===== src/rtl/mem_arbiter.sv =====
// Two-requester bus arbiter: LSU data requests win over fetch, a starvation counter
// bounds how long fetch can lose, and a watchdog terminates hung bus cycles with an error.
//   state | meaning
//   IDLE  | no bus cycle; arbitrates unless an ack is being returned this cycle
//   GNT_I | fetch owns the bus until m_ack or watchdog expiry
//   GNT_D | data owns the bus until m_ack or watchdog expiry
module mem_arbiter #(
  parameter int XLEN         = 32,
  parameter int STARVE_LIMIT = 4,
  parameter int TIMEOUT      = 255
) (
  input  logic              clk,
  input  logic              rst_n,
  input  logic              i_req,
  input  logic [XLEN-1:0]   i_addr,
  output logic              i_ack,
  output logic              i_err,
  output logic [XLEN-1:0]   i_rdata,
  input  logic              d_req,
  input  logic              d_we,
  input  logic [XLEN/8-1:0] d_sel,
  input  logic [XLEN-1:0]   d_addr,
  input  logic [XLEN-1:0]   d_wdata,
  output logic              d_ack,
  output logic              d_err,
  output logic [XLEN-1:0]   d_rdata,
  output logic              m_cyc,
  output logic              m_we,
  output logic [XLEN/8-1:0] m_sel,
  output logic [XLEN-1:0]   m_addr,
  output logic [XLEN-1:0]   m_wdata,
  input  logic [XLEN-1:0]   m_rdata,
  input  logic              m_ack
);

  localparam int SEL_W = XLEN / 8;
  localparam int SC_W  = (STARVE_LIMIT > 0) ? $clog2(STARVE_LIMIT + 1) : 1;
  localparam int WD_W  = (TIMEOUT > 0) ? $clog2(TIMEOUT + 1) : 1;
  localparam logic [SC_W-1:0] SC_MAX  = SC_W'(STARVE_LIMIT);
  localparam logic [WD_W-1:0] WD_LAST = WD_W'((TIMEOUT > 0) ? TIMEOUT - 1 : 0);

  typedef enum logic [1:0] {IDLE, GNT_I, GNT_D} state_t;

  state_t            state_q, state_d;
  logic [SC_W-1:0]   starve_cnt_q, starve_cnt_d;
  logic [WD_W-1:0]   wd_cnt_q, wd_cnt_d;
  logic              i_ack_q, i_ack_d, i_err_q, i_err_d;
  logic [XLEN-1:0]   i_rdata_q, i_rdata_d;
  logic              d_ack_q, d_ack_d, d_err_q, d_err_d;
  logic [XLEN-1:0]   d_rdata_q, d_rdata_d;
  logic              m_cyc_q, m_cyc_d, m_we_q, m_we_d;
  logic [SEL_W-1:0]  m_sel_q, m_sel_d;
  logic [XLEN-1:0]   m_addr_q, m_addr_d, m_wdata_q, m_wdata_d;
  logic              wd_hit;

  // The watchdog fires on the TIMEOUT-th cycle of the bus cycle, so m_cyc is high TIMEOUT cycles.
  assign wd_hit = (TIMEOUT != 0) && (wd_cnt_q == WD_LAST);

  always_comb begin
    state_d      = state_q;
    starve_cnt_d = starve_cnt_q;
    wd_cnt_d     = wd_cnt_q;
    i_ack_d      = 1'b0;
    i_err_d      = 1'b0;
    i_rdata_d    = i_rdata_q;
    d_ack_d      = 1'b0;
    d_err_d      = 1'b0;
    d_rdata_d    = d_rdata_q;
    m_cyc_d      = m_cyc_q;
    m_we_d       = m_we_q;
    m_sel_d      = m_sel_q;
    m_addr_d     = m_addr_q;
    m_wdata_d    = m_wdata_q;
    unique case (state_q)
      IDLE: begin
        // The requester still holds req during its ack cycle, so no arbitration then.
        if (!(i_ack_q || d_ack_q)) begin
          if (d_req && !(i_req && starve_cnt_q == SC_MAX)) begin
            state_d   = GNT_D;
            m_cyc_d   = 1'b1;
            m_we_d    = d_we;
            m_sel_d   = d_sel;
            m_addr_d  = d_addr;
            m_wdata_d = d_wdata;
            wd_cnt_d  = '0;
            if (i_req && starve_cnt_q != SC_MAX) starve_cnt_d = starve_cnt_q + 1'b1;
          end else if (i_req) begin
            state_d      = GNT_I;
            m_cyc_d      = 1'b1;
            m_we_d       = 1'b0;
            m_sel_d      = '1;
            m_addr_d     = i_addr;
            wd_cnt_d     = '0;
            starve_cnt_d = '0;
          end
        end
      end
      GNT_I, GNT_D: begin
        if (m_ack || wd_hit) begin
          state_d = IDLE;
          m_cyc_d = 1'b0;
          if (state_q == GNT_I) begin
            i_ack_d   = 1'b1;
            i_err_d   = !m_ack;
            i_rdata_d = m_ack ? m_rdata : '0;
          end else begin
            d_ack_d   = 1'b1;
            d_err_d   = !m_ack;
            d_rdata_d = (m_ack && !m_we_q) ? m_rdata : '0;
          end
        end else if (TIMEOUT != 0) begin
          wd_cnt_d = wd_cnt_q + 1'b1;
        end
      end
      default: state_d = IDLE;
    endcase
  end

  always_ff @(posedge clk or negedge rst_n) begin
    if (!rst_n) begin
      state_q      <= IDLE;
      starve_cnt_q <= '0;
      wd_cnt_q     <= '0;
      i_ack_q      <= 1'b0;
      i_err_q      <= 1'b0;
      i_rdata_q    <= '0;
      d_ack_q      <= 1'b0;
      d_err_q      <= 1'b0;
      d_rdata_q    <= '0;
      m_cyc_q      <= 1'b0;
      m_we_q       <= 1'b0;
      m_sel_q      <= '0;
      m_addr_q     <= '0;
      m_wdata_q    <= '0;
    end else begin
      state_q      <= state_d;
      starve_cnt_q <= starve_cnt_d;
      wd_cnt_q     <= wd_cnt_d;
      i_ack_q      <= i_ack_d;
      i_err_q      <= i_err_d;
      i_rdata_q    <= i_rdata_d;
      d_ack_q      <= d_ack_d;
      d_err_q      <= d_err_d;
      d_rdata_q    <= d_rdata_d;
      m_cyc_q      <= m_cyc_d;
      m_we_q       <= m_we_d;
      m_sel_q      <= m_sel_d;
      m_addr_q     <= m_addr_d;
      m_wdata_q    <= m_wdata_d;
    end
  end

  assign i_ack   = i_ack_q;
  assign i_err   = i_err_q;
  assign i_rdata = i_rdata_q;
  assign d_ack   = d_ack_q;
  assign d_err   = d_err_q;
  assign d_rdata = d_rdata_q;
  assign m_cyc   = m_cyc_q;
  assign m_we    = m_we_q;
  assign m_sel   = m_sel_q;
  assign m_addr  = m_addr_q;
  assign m_wdata = m_wdata_q;

endmodule


===== config.mk =====
export PLATFORM = sky130hd
export DESIGN_NAME = mem_arbiter
export DESIGN_NICKNAME = d
export VERILOG_FILES = /design/src/rtl/mem_arbiter.sv
export SDC_FILE = /design/constraint.sdc
export NUM_CORES = 1
export LEC_CHECK = 0
export ABC_CLOCK_PERIOD_IN_PS = 3000
export CORE_MARGIN = 1.5
export CORE_UTILIZATION = 43
export DETAILED_ROUTE_END_ITERATION = 10
export PLACE_DENSITY = 0.79
export SETUP_SLACK_MARGIN = 0.1
export SLEW_MARGIN = 20
export SYNTH_ARGS = -nofsm -noshare
export SYNTH_HDL_FRONTEND = slang
export SYNTH_SLANG_ARGS = --single-unit

===== constraint.sdc =====
create_clock -name clk -period 3 [get_ports clk]
set_clock_uncertainty 0.2 [all_clocks]
set_input_delay 0.9 -clock clk [delete_from_list [all_inputs] [get_ports clk]]
set_output_delay 0.9 -clock clk [all_outputs]
set_load 0.03 [all_outputs]

==> metrics.txt, run 1 <==
endpoints failing hold=0; asr flop ratio synth=100%; worst vdd ir=0.000594 V; register bit total from synthesis=approximately 150; vias in the first global route=around 5700; final core occ=a little over two thirds; Die Y-Extent=between 100 and 150 um; Yosys warning count=0; H-tree levels=4; Total Neg Setup Slack=0 ns; Worst EP required=~1.9 ns; Vias/cell=5.22; CP max stage delay=roughly 0.73 ns; Synth cell types=47; RSZ-0062 raised after global routing=false; Synth area leader=dfrtp_1; cell area after layout=just over 10000 sq um; most common library cells after synthesis=dfrtp_1, inv_1, mux2i_1; Initial Util=44.7%; PwrDens=1190 nW/um^2; global-route wire length before repair=between 20000 and 30000 um; post-CTS sizing=0; CP top delay family=buffers and inverters; Max Clock Freq=approximately 0.38 GHz; final setup fails=0; Leak=4.41 nW; worst-margin pin slew=around 0.62 ns; global-route congestion overflow total=0; largest net degree at the start of global routing=a little over 60; core area=~15000 sq um; RD Place Congestion=0.820; number of DRC markers after the initial detailed-route iteration=approximately 260; Crit. Startpoint=m_we$_DFFE_PN0P_; share of layout cells above drive strength 1=about a tenth; NumNets Final=between 1000 and 1500; Routed WL=19300 um; outcome=finished clean; dpl cell area=around 9600 sq um; Setup Buffers After CTS=0; I/O pins=around 280; Port Buffers=around 280; crit path cell chain=clkdlybuf4s50_1; Worst Path Max Fanout=3; row cnt=44; critical path type=reg -> out; MaxCap Viol Count=0; DR WL/cell=between 15 and 20 um; diodes inserted=0; Critical Path Slowest Stage Cell=clkdlybuf4s50_1; Root Buffer=clkbuf_16; Die Footprint=16000 sq um; CP arrival=1.54 ns; top-count cell post-synth=dfrtp_1; DRT Pass-1 Iters=4; Final ANT Viol Nets=0; Max Buffers Root-to-Sink=2; CTS Sinks=between 150 and 200; Syn Area/Cell=roughly 11 sq um; gr usage total=24.0%; fin. max-slew vios=0; post-synth net total=741; CP Buf/Inv Count=1; via count=approximately 5600; DRC viols=0; Rel. slew slack=58.5%; CTS tree=done; Synth Cell Area=around 6600 sq um; crit path capture type=primary output; main flop type after synthesis=dfrtp_1; initial antenna violation count=0; crit path time final=around 2.6 ns; period utilization=88.1%; Seq/Total Area, Yosys=between 50% and 60%; Gate Count Post-Synth=just under 600; Die Width=~130 um; Hold Crit Class=in -> async; Clock Latency Late Sink=about 0.42 ns; hold_buf cts=0; final hold slack=about 0.21 ns; beginning of the worst register-to-register path=state_q[1]$_DFFE_PN0P_; TritonCTS Buffers=17; Synth area leaders=dfrtp_1, mux2i_1, mux2_2; Synth top area share=57.5%; Clock transition at path regs=0.06 ns; EDFF count, synth=0; HPWL after DPL=13800 um; area grow syn2layout=55.4%; CP Launch Type=register
cell type report:
cell class	instances	area [sq um]
clock buffer	23	488
clock inverter	8	119
tap	184	230
inverter	75	282
timing repair buffer	291	2950
multi-input combinational	334	2360
sequential	151	3780
fill	1069	4490
where the power goes:
part	leakage, nW	switching (mW)	internal, mW	total [mW]
logic	2.28	3.75	2.67	6.42
clock network	0.303	0.807	1.39	2.20
registers	1.83	0.565	3.01	3.57
total	4.41	5.12	7.07	12.2
sequential cells by signal (all words and copies together) (netlist names):
name          flops
wd_cnt_q          8
state_q           2
starve_cnt_q      3
m_addr           32
m_wdata          32
m_sel             4
i_err             1
m_cyc             1
i_rdata          32
i_ack             1
d_ack             1
d_rdata          32
d_err             1
m_we              1
kinds of logic after synthesis:
group	count (synthesis)	synth area share, %
compound gates	98	8.99
fa+ha+maj	6	1.14
buf+inv	112	6.84
flops	151	57.5
mux	98	15.6
simple gates	132	9.93
layer usage:
metal / up-vias / global-route usage [%] / part of all wire, % / wire length, um
met2: 248 / 39.6 / 48 / 9220
met5: - / 0 / 0 / 0
met4: 0 / 9.47 / 2.5 / 481
met3: 35 / 8.69 / 9.8 / 1880
li1: 2575 / - / - / -
met1: 2704 / 28.8 / 40 / 7670
through the flow:
step           total power, mW  setup slack, ns  instances
5_1_grt                   12.8            0.221       1066
2_1_floorplan             7.22            0.657        597
3_5_place_dp              10.0            0.115       1035
6_report                  12.2            0.356       1066
4_1_cts                   12.3            0.324       1066
3_3_place_gp              9.86            0.203       1035
path summary, 6_finish.rpt:
check / cells past startpoint / slack, ns / end
max: 1 / 0.36 / m_we
min: 1 / 0.21 / d_rdata[3]$_DFFE_PN0P_
max reg2reg: 7 / 0.41 / m_addr[18]$_DFFE_PN0P_
min reg2reg: 1 / 0.30 / m_wdata[7]$_DFFE_PN0P_
max in group asynchronous: 2 / 1.70 / m_wdata[1]$_DFFE_PN0P_
min in group clk: 1 / 0.30 / m_wdata[7]$_DFFE_PN0P_
layout by cell type, fill, tap and decap left out, types with 4 or more instances in the layout:
cell type	count
o22a_1	5
o21ai_0	33
buf_12	6
nand4_1	34
a21oi_1	34
nor2_1	36
mux2i_1	65
inv_1	74
dfrtp_1	151
clkinv_2	4
clkbuf_8	4
clkbuf_16	17
o211ai_1	4
nand2_1	39
clkdlybuf4s50_1	274
ha_1	6
buf_4	10
mux2_2	33
Note: power is estimated with default switching activity, not from simulation.
==> run 2, diff against run 1 <==
- HOLD_SLACK_MARGIN: default -> 0.08
==> results of run 2 <==
The final DEF is identical to that of run 1; final timing and power are the same.
